## config.mk

```make
export PLATFORM = sky130hd
export DESIGN_NAME = random_word_server_flat
export DESIGN_NICKNAME = d
export VERILOG_FILES = /design/src/rtl/random_word_server_if.sv /design/src/rtl/random_word_server.sv /design/src/flat_wrapper.sv
export SDC_FILE = /design/constraint.sdc
export NUM_CORES = 1
export LEC_CHECK = 0
export CORE_MARGIN = 3
export CORE_UTILIZATION = 35
export CTS_BUF_LIST = sky130_fd_sc_hd__clkbuf_4 sky130_fd_sc_hd__clkbuf_8
export DETAILED_ROUTE_END_ITERATION = 8
export GPL_TIMING_DRIVEN = 0
export MAX_ROUTING_LAYER = met4
export PLACE_DENSITY = 0.61
export SYNTH_ARGS = -nofsm -noshare
export SYNTH_HDL_FRONTEND = slang
export SYNTH_SLANG_ARGS = --single-unit
```

## constraint.sdc

```tcl
create_clock -name clock -period 5.72 [get_ports clock]
set_input_delay 1.144 -clock clock [delete_from_list [all_inputs] [get_ports clock]]
set_output_delay 1.144 -clock clock [all_outputs]
set_load 0.05 [all_outputs]
```

## src/rtl/random_word_server_if.sv

```systemverilog
// Bus between the randomness extractor / word consumer and random_word_server.
interface random_word_server_if #(
  parameter int WORD_W = 32
);
  logic [511:0]      key_in;
  logic              key_ready;
  logic              word_req;
  logic [WORD_W-1:0] word_out;
  logic              word_valid;
  logic [6:0]        words_left;
  logic              need_key;
  logic              underflow;
  logic              key_dropped;

  modport master (
    output key_in, key_ready, word_req,
    input  word_out, word_valid, words_left, need_key, underflow, key_dropped
  );

  modport slave (
    input  key_in, key_ready, word_req,
    output word_out, word_valid, words_left, need_key, underflow, key_dropped
  );
endinterface

```

## src/rtl/random_word_server.sv

```systemverilog
// Random word server: captures a 512-bit extracted key into a pool and hands
// it out one word per request, LSB word first, zeroizing each served word.
module random_word_server #(
  parameter int WORD_W = 32
) (
  input logic                  clock,
  input logic                  reset,
  random_word_server_if.slave  bus
);
  localparam int N_WORDS = 512 / WORD_W;
  localparam int IDX_W   = $clog2(N_WORDS);
  localparam logic [IDX_W-1:0] LAST_IDX = IDX_W'(N_WORDS - 1);

  localparam logic [0:0] ST_EMPTY  = 1'b0;
  localparam logic [0:0] ST_LOADED = 1'b1;

  logic [0:0]        state_q, state_d;
  logic [511:0]      pool_q, pool_d;
  logic [IDX_W-1:0]  index_q, index_d;
  logic [6:0]        words_left_q, words_left_d;
  logic [WORD_W-1:0] word_out_q, word_out_d;
  logic              word_valid_q, word_valid_d;
  logic              underflow_q, underflow_d;
  logic              key_dropped_q, key_dropped_d;
  logic              key_ready_q;
  logic              key_edge;

  // Next-state logic: key capture, word serving with zeroization, event pulses.
  always_comb begin
    state_d       = state_q;
    pool_d        = pool_q;
    index_d       = index_q;
    words_left_d  = words_left_q;
    word_out_d    = word_out_q;
    word_valid_d  = 1'b0;
    underflow_d   = 1'b0;
    key_dropped_d = 1'b0;
    key_edge      = bus.key_ready & ~key_ready_q;

    case (state_q)
      ST_EMPTY: begin
        if (key_edge) begin
          pool_d       = bus.key_in;
          index_d      = '0;
          words_left_d = 7'(N_WORDS);
          state_d      = ST_LOADED;
        end else begin
          state_d = ST_EMPTY;
        end
        // A request against an empty pool is flagged even if a key lands now.
        if (bus.word_req) begin
          underflow_d = 1'b1;
        end else begin
          underflow_d = 1'b0;
        end
      end
      ST_LOADED: begin
        if (bus.word_req) begin
          word_out_d   = pool_q[index_q*WORD_W +: WORD_W];
          word_valid_d = 1'b1;
          pool_d[index_q*WORD_W +: WORD_W] = '0;
          words_left_d = words_left_q - 7'd1;
          if (index_q == LAST_IDX) begin
            index_d = '0;
            state_d = ST_EMPTY;
          end else begin
            index_d = index_q + 1'b1;
          end
        end else begin
          word_valid_d = 1'b0;
        end
        // A fresh key cannot overwrite unserved material; it is dropped.
        if (key_edge) begin
          key_dropped_d = 1'b1;
        end else begin
          key_dropped_d = 1'b0;
        end
      end
      default: begin
        state_d      = ST_EMPTY;
        pool_d       = '0;
        index_d      = '0;
        words_left_d = 7'd0;
      end
    endcase
  end

  // State and output registers with synchronous reset that zeroizes the pool.
  always_ff @(posedge clock) begin
    if (reset) begin
      state_q       <= ST_EMPTY;
      pool_q        <= '0;
      index_q       <= '0;
      words_left_q  <= 7'd0;
      word_out_q    <= '0;
      word_valid_q  <= 1'b0;
      underflow_q   <= 1'b0;
      key_dropped_q <= 1'b0;
      key_ready_q   <= 1'b0;
    end else begin
      state_q       <= state_d;
      pool_q        <= pool_d;
      index_q       <= index_d;
      words_left_q  <= words_left_d;
      word_out_q    <= word_out_d;
      word_valid_q  <= word_valid_d;
      underflow_q   <= underflow_d;
      key_dropped_q <= key_dropped_d;
      key_ready_q   <= bus.key_ready;
    end
  end

  assign bus.word_out    = word_out_q;
  assign bus.word_valid  = word_valid_q;
  assign bus.words_left  = words_left_q;
  assign bus.underflow   = underflow_q;
  assign bus.key_dropped = key_dropped_q;
  assign bus.need_key    = (state_q == ST_EMPTY);
endmodule

```

## src/flat_wrapper.sv

```systemverilog
// flat-port wrapper written by rule: the top's interface ports become plain ports
module random_word_server_flat 
#(
  parameter int WORD_W = 32
)
  (clock, reset, bus_key_in, bus_key_ready, bus_word_req, bus_word_out, bus_word_valid, bus_words_left, bus_need_key, bus_underflow, bus_key_dropped);
  random_word_server_if #(.WORD_W(WORD_W)) bus_i ();
  input logic clock;
  input logic reset;
  input wire logic [$bits(bus_i.key_in)-1:0] bus_key_in;
  input wire logic [$bits(bus_i.key_ready)-1:0] bus_key_ready;
  input wire logic [$bits(bus_i.word_req)-1:0] bus_word_req;
  output wire logic [$bits(bus_i.word_out)-1:0] bus_word_out;
  output wire logic [$bits(bus_i.word_valid)-1:0] bus_word_valid;
  output wire logic [$bits(bus_i.words_left)-1:0] bus_words_left;
  output wire logic [$bits(bus_i.need_key)-1:0] bus_need_key;
  output wire logic [$bits(bus_i.underflow)-1:0] bus_underflow;
  output wire logic [$bits(bus_i.key_dropped)-1:0] bus_key_dropped;
  assign bus_i.key_in = bus_key_in;
  assign bus_i.key_ready = bus_key_ready;
  assign bus_i.word_req = bus_word_req;
  assign bus_word_out = bus_i.word_out;
  assign bus_word_valid = bus_i.word_valid;
  assign bus_words_left = bus_i.words_left;
  assign bus_need_key = bus_i.need_key;
  assign bus_underflow = bus_i.underflow;
  assign bus_key_dropped = bus_i.key_dropped;
  random_word_server #(.WORD_W(WORD_W)) u_core (.clock(clock), .reset(reset), .bus(bus_i));
endmodule
```

== After elaboration in Yosys (flattened, before gate mapping) ==
Index checks and enable logic that the tools add are counted.
Widths: inputs -> output; s select.

* Input bits: 516
* Word-level logic and storage cells: 41
* Output and inout port bits: 43
* Register bits: 560

* Mux-type cells: 16
* Equal/unequal tests: 3
* Reduce and logical (&&, ||, !) cells: 4
* Add/sub/neg operators: 3
* Bitwise operators: 3
* Shift operators: 3

{| class="wikitable"
|+ Operator list
! kind !! count
|-
| $mux 512 || 2
|-
| $pmux 512 s2 || 1
|-
| $bwmux 512 || 1
|-
| $shift 32x34->512 const A || 1
|-
| $shiftx 32x34->512 const A || 1
|-
| $shiftx 512x10->32 || 1
|-
| $neg 9->34 || 1
|-
| $mux 7 || 2
|-
| $pmux 7 s2 || 1
|-
| $mux 4 || 3
|-
| $pmux 4 s2 || 1
|-
| $sub 7x1->7 const B || 1
|-
| $add 4x1->4 const B || 1
|-
| $eq 4x4->1 const B || 1
|-
| $mux 1 || 4
|-
| $reduce_and 2->1 || 2
|-
| $reduce_or 2->1 || 2
|-
| $ne 2x1->1 const B || 1
|-
| $ne 2x2->1 const B || 1
|-
| $not 1->1 || 2
|-
| $pmux 1 s2 || 1
|-
| $and 1x1->1 || 1
|}

== Depth between registers and ports, before layout ==
* Word-level depth: 5
* Gate-level depth with buffers: 12
* Gate-level depth less buffers: 6

== Worst setup path before layout ==
OpenSTA, ideal clock, no wires.

* Path kind: register to output
* Start point: reg u_core.state_q
* End point: out bus_need_key
* Slack: 3.094 ns
* Path buffers: 3
* Data arrival time: 1.482 ns
* Stages on the path, launching flop included: 5
* Required time: 4.576 ns
* Path through: dfxtp_1 buf_2 inv_2 clkbuf_1 clkbuf_1

* Longest elaborated chain between the ends: 1

{| class="wikitable"
|+ RTL lines
! element !! RTL line !! text
|-
| start, declared || random_word_server.sv:17 || <nowiki>logic [0:0] state_q, state_d;</nowiki>
|-
| start signal, assigned || random_word_server.sv:101 || <nowiki>state_q <= state_d;</nowiki>
|-
| $not 1->1 (no line) || n/a ||
|-
| end, declared || flat_wrapper.sv:16 || <nowiki>output wire logic [$bits(bus_i.need_key)-1:0] bus_need_key;</nowiki>
|}

No other way between the ends.

== Final worst setup path ==
Ends and elaborated chain as after synthesis.

==> metrics.cfg <==
[placement]
io_buffers = 556
dp_cells = 4409
routabilityCongestion = 0.975
detailed_place_hpwl_um = 101000

[sta]
hold_viol_final = 0
setup_viol = 0
grt_setup_unrepaired = no
finalClockSkew_ps = 40.5
max_slew.worst_pin.slew_ps = 1430
hold_ws_ps = 451
finalSetupTns_ps = 0
fin_crit_ps = 4910
drv_slew = 0
max_freq_mhz = 204
fin_crit_sh_pct = 85.8
relSlewSlack_pct = 3.86

[cts]
hold_buffers = 0
post_cts_buffers = 0
cts.clk_slew.worst_paths_ps = 70
cts.sinks = 560
cts_tree = done
h-tree-depth = 3
post_cts_resized = 0
numCtsBuffers = 98
cts_buffer_depth = 3
root_buffer = clkbuf_8
clock_latency_ps = 720

[synth]
synthArstFlopShare_pct = 0
synth_area_sq_um = 25600
synth_top_area_cell = dfxtp_1
yosysTopAreaCellShare_pct = 43.8
ys_top_cells_by_area = dfxtp_1 44%, a21oi_1 9.0%, nand3_1 7.8%, mux4_2 6.8%, nand2_1 5.3%
avgSynthCellArea_sq_um = 8.81
ys_dominant_reg_cell = dfxtp_1
ys_types = 54
synth-seq-cells = 560
synth-edff-count = 0
synth.most_common_cell = dfxtp_1
synthCells = 2903
ys_warn_count = 0
yosysSeqAreaShare_pct = 43.8
syn-num-nets = 3426
ys_top_cells_by_count = 560 x dfxtp_1, 461 x a21oi_1, 399 x nand3_1, 363 x nand2_1, 170 x clkbuf_1

[floorplan]
start_util_pct = 35.5
die_h_um = 276
core_sq_um = 72000
rows = 98
die_w_um = 276
pin_count = 559
die-area_sq_um = 76400

[grt]
grt_use_met3_pct = 7.14
grt_overflow = 0
grt_max_degree = 15
antenna_found_initial = 23
first_global_vias = 25496
grt_util_met2_pct = 47.9
busiest_layer = met2
groute.usage.overall_pct = 32.6
grt_pass1_wl_um = 178000
grtUsageMet1_pct = 42.2

[critical_path]
arrival_ps = 3760
path_class = reg2out
startpoint_type = register
cp_max_fo = 10
end_kind = primary output
r2r_cells = 11
rrSetupSlack_ps = 1790
cp.required_ps = 4580

[power_and_ir_drop]
p_leak_uw = 0.0116
powerDensity_nw_per_um2 = 282
ir_worst_vdd_v = 0.000157
finalPower_uw = 9700

[layout]
drive_gt1_share_pct = 11.7
areaGrowthSynthToFinish_pct = 34.6
fin_util_pct = 47.8
nets = 4082
seqCellArea_sq_um = 11200
final_cells = 4606
fill_cells = 7110
multi_input_area_sq_um = 12800

[worst_hold_path]
min_path_type = reg2reg
hold_depth = 2

[route]
drcViolationCount = 0
vias_per_cell = 5.84
finalWirelength_um = 127000
drt_iter0_drc = 3275
wire_per_inst_um = 27.5
ant_nets = 0
drt_pass1_iterations = 6
vias = 26907

[run_status]
status = complete, no violations

[run]
drv_cap = 0

==> power breakdown <==
part	internal (uW)	switching (uW)
clock	2120	1780
combinational	665	863
sequential	4110	153
==> per-layer routing <==
metal | wire, um | vias up
met1 | 52000 | 12951
met2 | 55700 | 1506
li1 | - | 12138
met4 | 7170 | 0
met5 | 0 | -
met3 | 12000 | 312
==> path summary, 6_finish.rpt <==
check | startpoint | to
worst max-delay path | u_core.state_q | bus_need_key
worst min-delay path | u_core.pool_q[365] | u_core.pool_q[365]
worst max register to register | u_core.index_q[0] | u_core.pool_q[397]
worst min register to register | u_core.pool_q[365] | u_core.pool_q[365]
==> stage by stage <==
step                cell area (sq um)  setup slack [ps]
finish                          34400               813
global placement                32300              1630
global route                    34400               771
detailed placement              32300              1600
floorplan                       25600              3090
CTS                             34400               836
==> registers in the layout, summed over array words and instances (netlist names) <==
name                    cells
u_core.key_ready_q          1
u_core.state_q              1
u_core.pool_q             512
u_core.bus.word_valid       1
u_core.index_q              4
u_core.bus.words_left       7
u_core.bus.underflow        1
u_core.bus.key_dropped      1
u_core.bus.word_out        32
==> area by class of cell <==
| cell class | instances | share of cell area [%] |
|---|---|---|
| inverters | 10 | 0.109 |
| clock inverters | 20 | 0.400 |
| repair buffers | 556 | 16.2 |
| diodes | 22 | 0.160 |
| clock buffers | 155 | 5.54 |
| well taps | 950 | 3.45 |
| flip-flops and latches | 560 | 32.6 |
| plain buffers | 324 | 4.39 |
| multi-input cells | 2009 | 37.2 |
==> cell usage in the layout (no fill, tap or decap), drive strengths merged, types with 2 or more instances in the layout <==
| cell | synthesis | layout |
|---|---|---|
| a22o | 17 | 17 |
| a221oi | 9 | 9 |
| nand4b | 3 | 3 |
| clkdlybuf4s50 | 0 | 556 |
| dfxtp | 560 | 560 |
| o211a | 5 | 5 |
| nor3 | 9 | 9 |
| nor4 | 6 | 6 |
| a211oi | 57 | 57 |
| and3b | 2 | 2 |
| a21oi | 461 | 461 |
| nand2 | 363 | 363 |
| o21ai | 102 | 102 |
| nor2b | 6 | 6 |
| a221o | 22 | 22 |
| a32o | 32 | 32 |
| a21boi | 11 | 11 |
| clkinv | 0 | 15 |
| buf | 154 | 154 |
| ha | 7 | 7 |
| a31o | 7 | 7 |
| a22oi | 70 | 70 |
| o211ai | 171 | 171 |
| a31oi | 7 | 7 |
| a21o | 2 | 2 |
| o2bb2ai | 11 | 11 |
| mux2i | 71 | 71 |
| nand3b | 12 | 12 |
| o31ai | 9 | 9 |
| nor2 | 32 | 32 |
| inv | 10 | 15 |
| mux2 | 7 | 7 |
| and2 | 3 | 3 |
| clkbuf | 170 | 325 |
| mux4 | 77 | 77 |
| xnor2 | 3 | 3 |
| nor3b | 2 | 2 |
| diode | 0 | 22 |
| and3 | 7 | 7 |
| nand3 | 399 | 399 |
==> critical path, cell delays in order (launching register included) <==
cell and delay (ps):
dfxtp_1 360, buf_2 230, inv_2 180, clkbuf_1 1010, clkbuf_1 400, clkdlybuf4s50_1 880
==> cells by family (layout without fill, tap and decap cells) <==
group	Yosys count	after routing	share of synthesized area [%]
xor+xnor	3	3	0.132
mux	155	155	9.87
buf+inv	334	1065	6.05
flops	560	560	43.8
fa+ha+maj	7	7	0.342
other cells	0	22	0
simple gates	848	848	15.2
compound gates	996	996	24.6
Power figures use the tool's default switching activity.
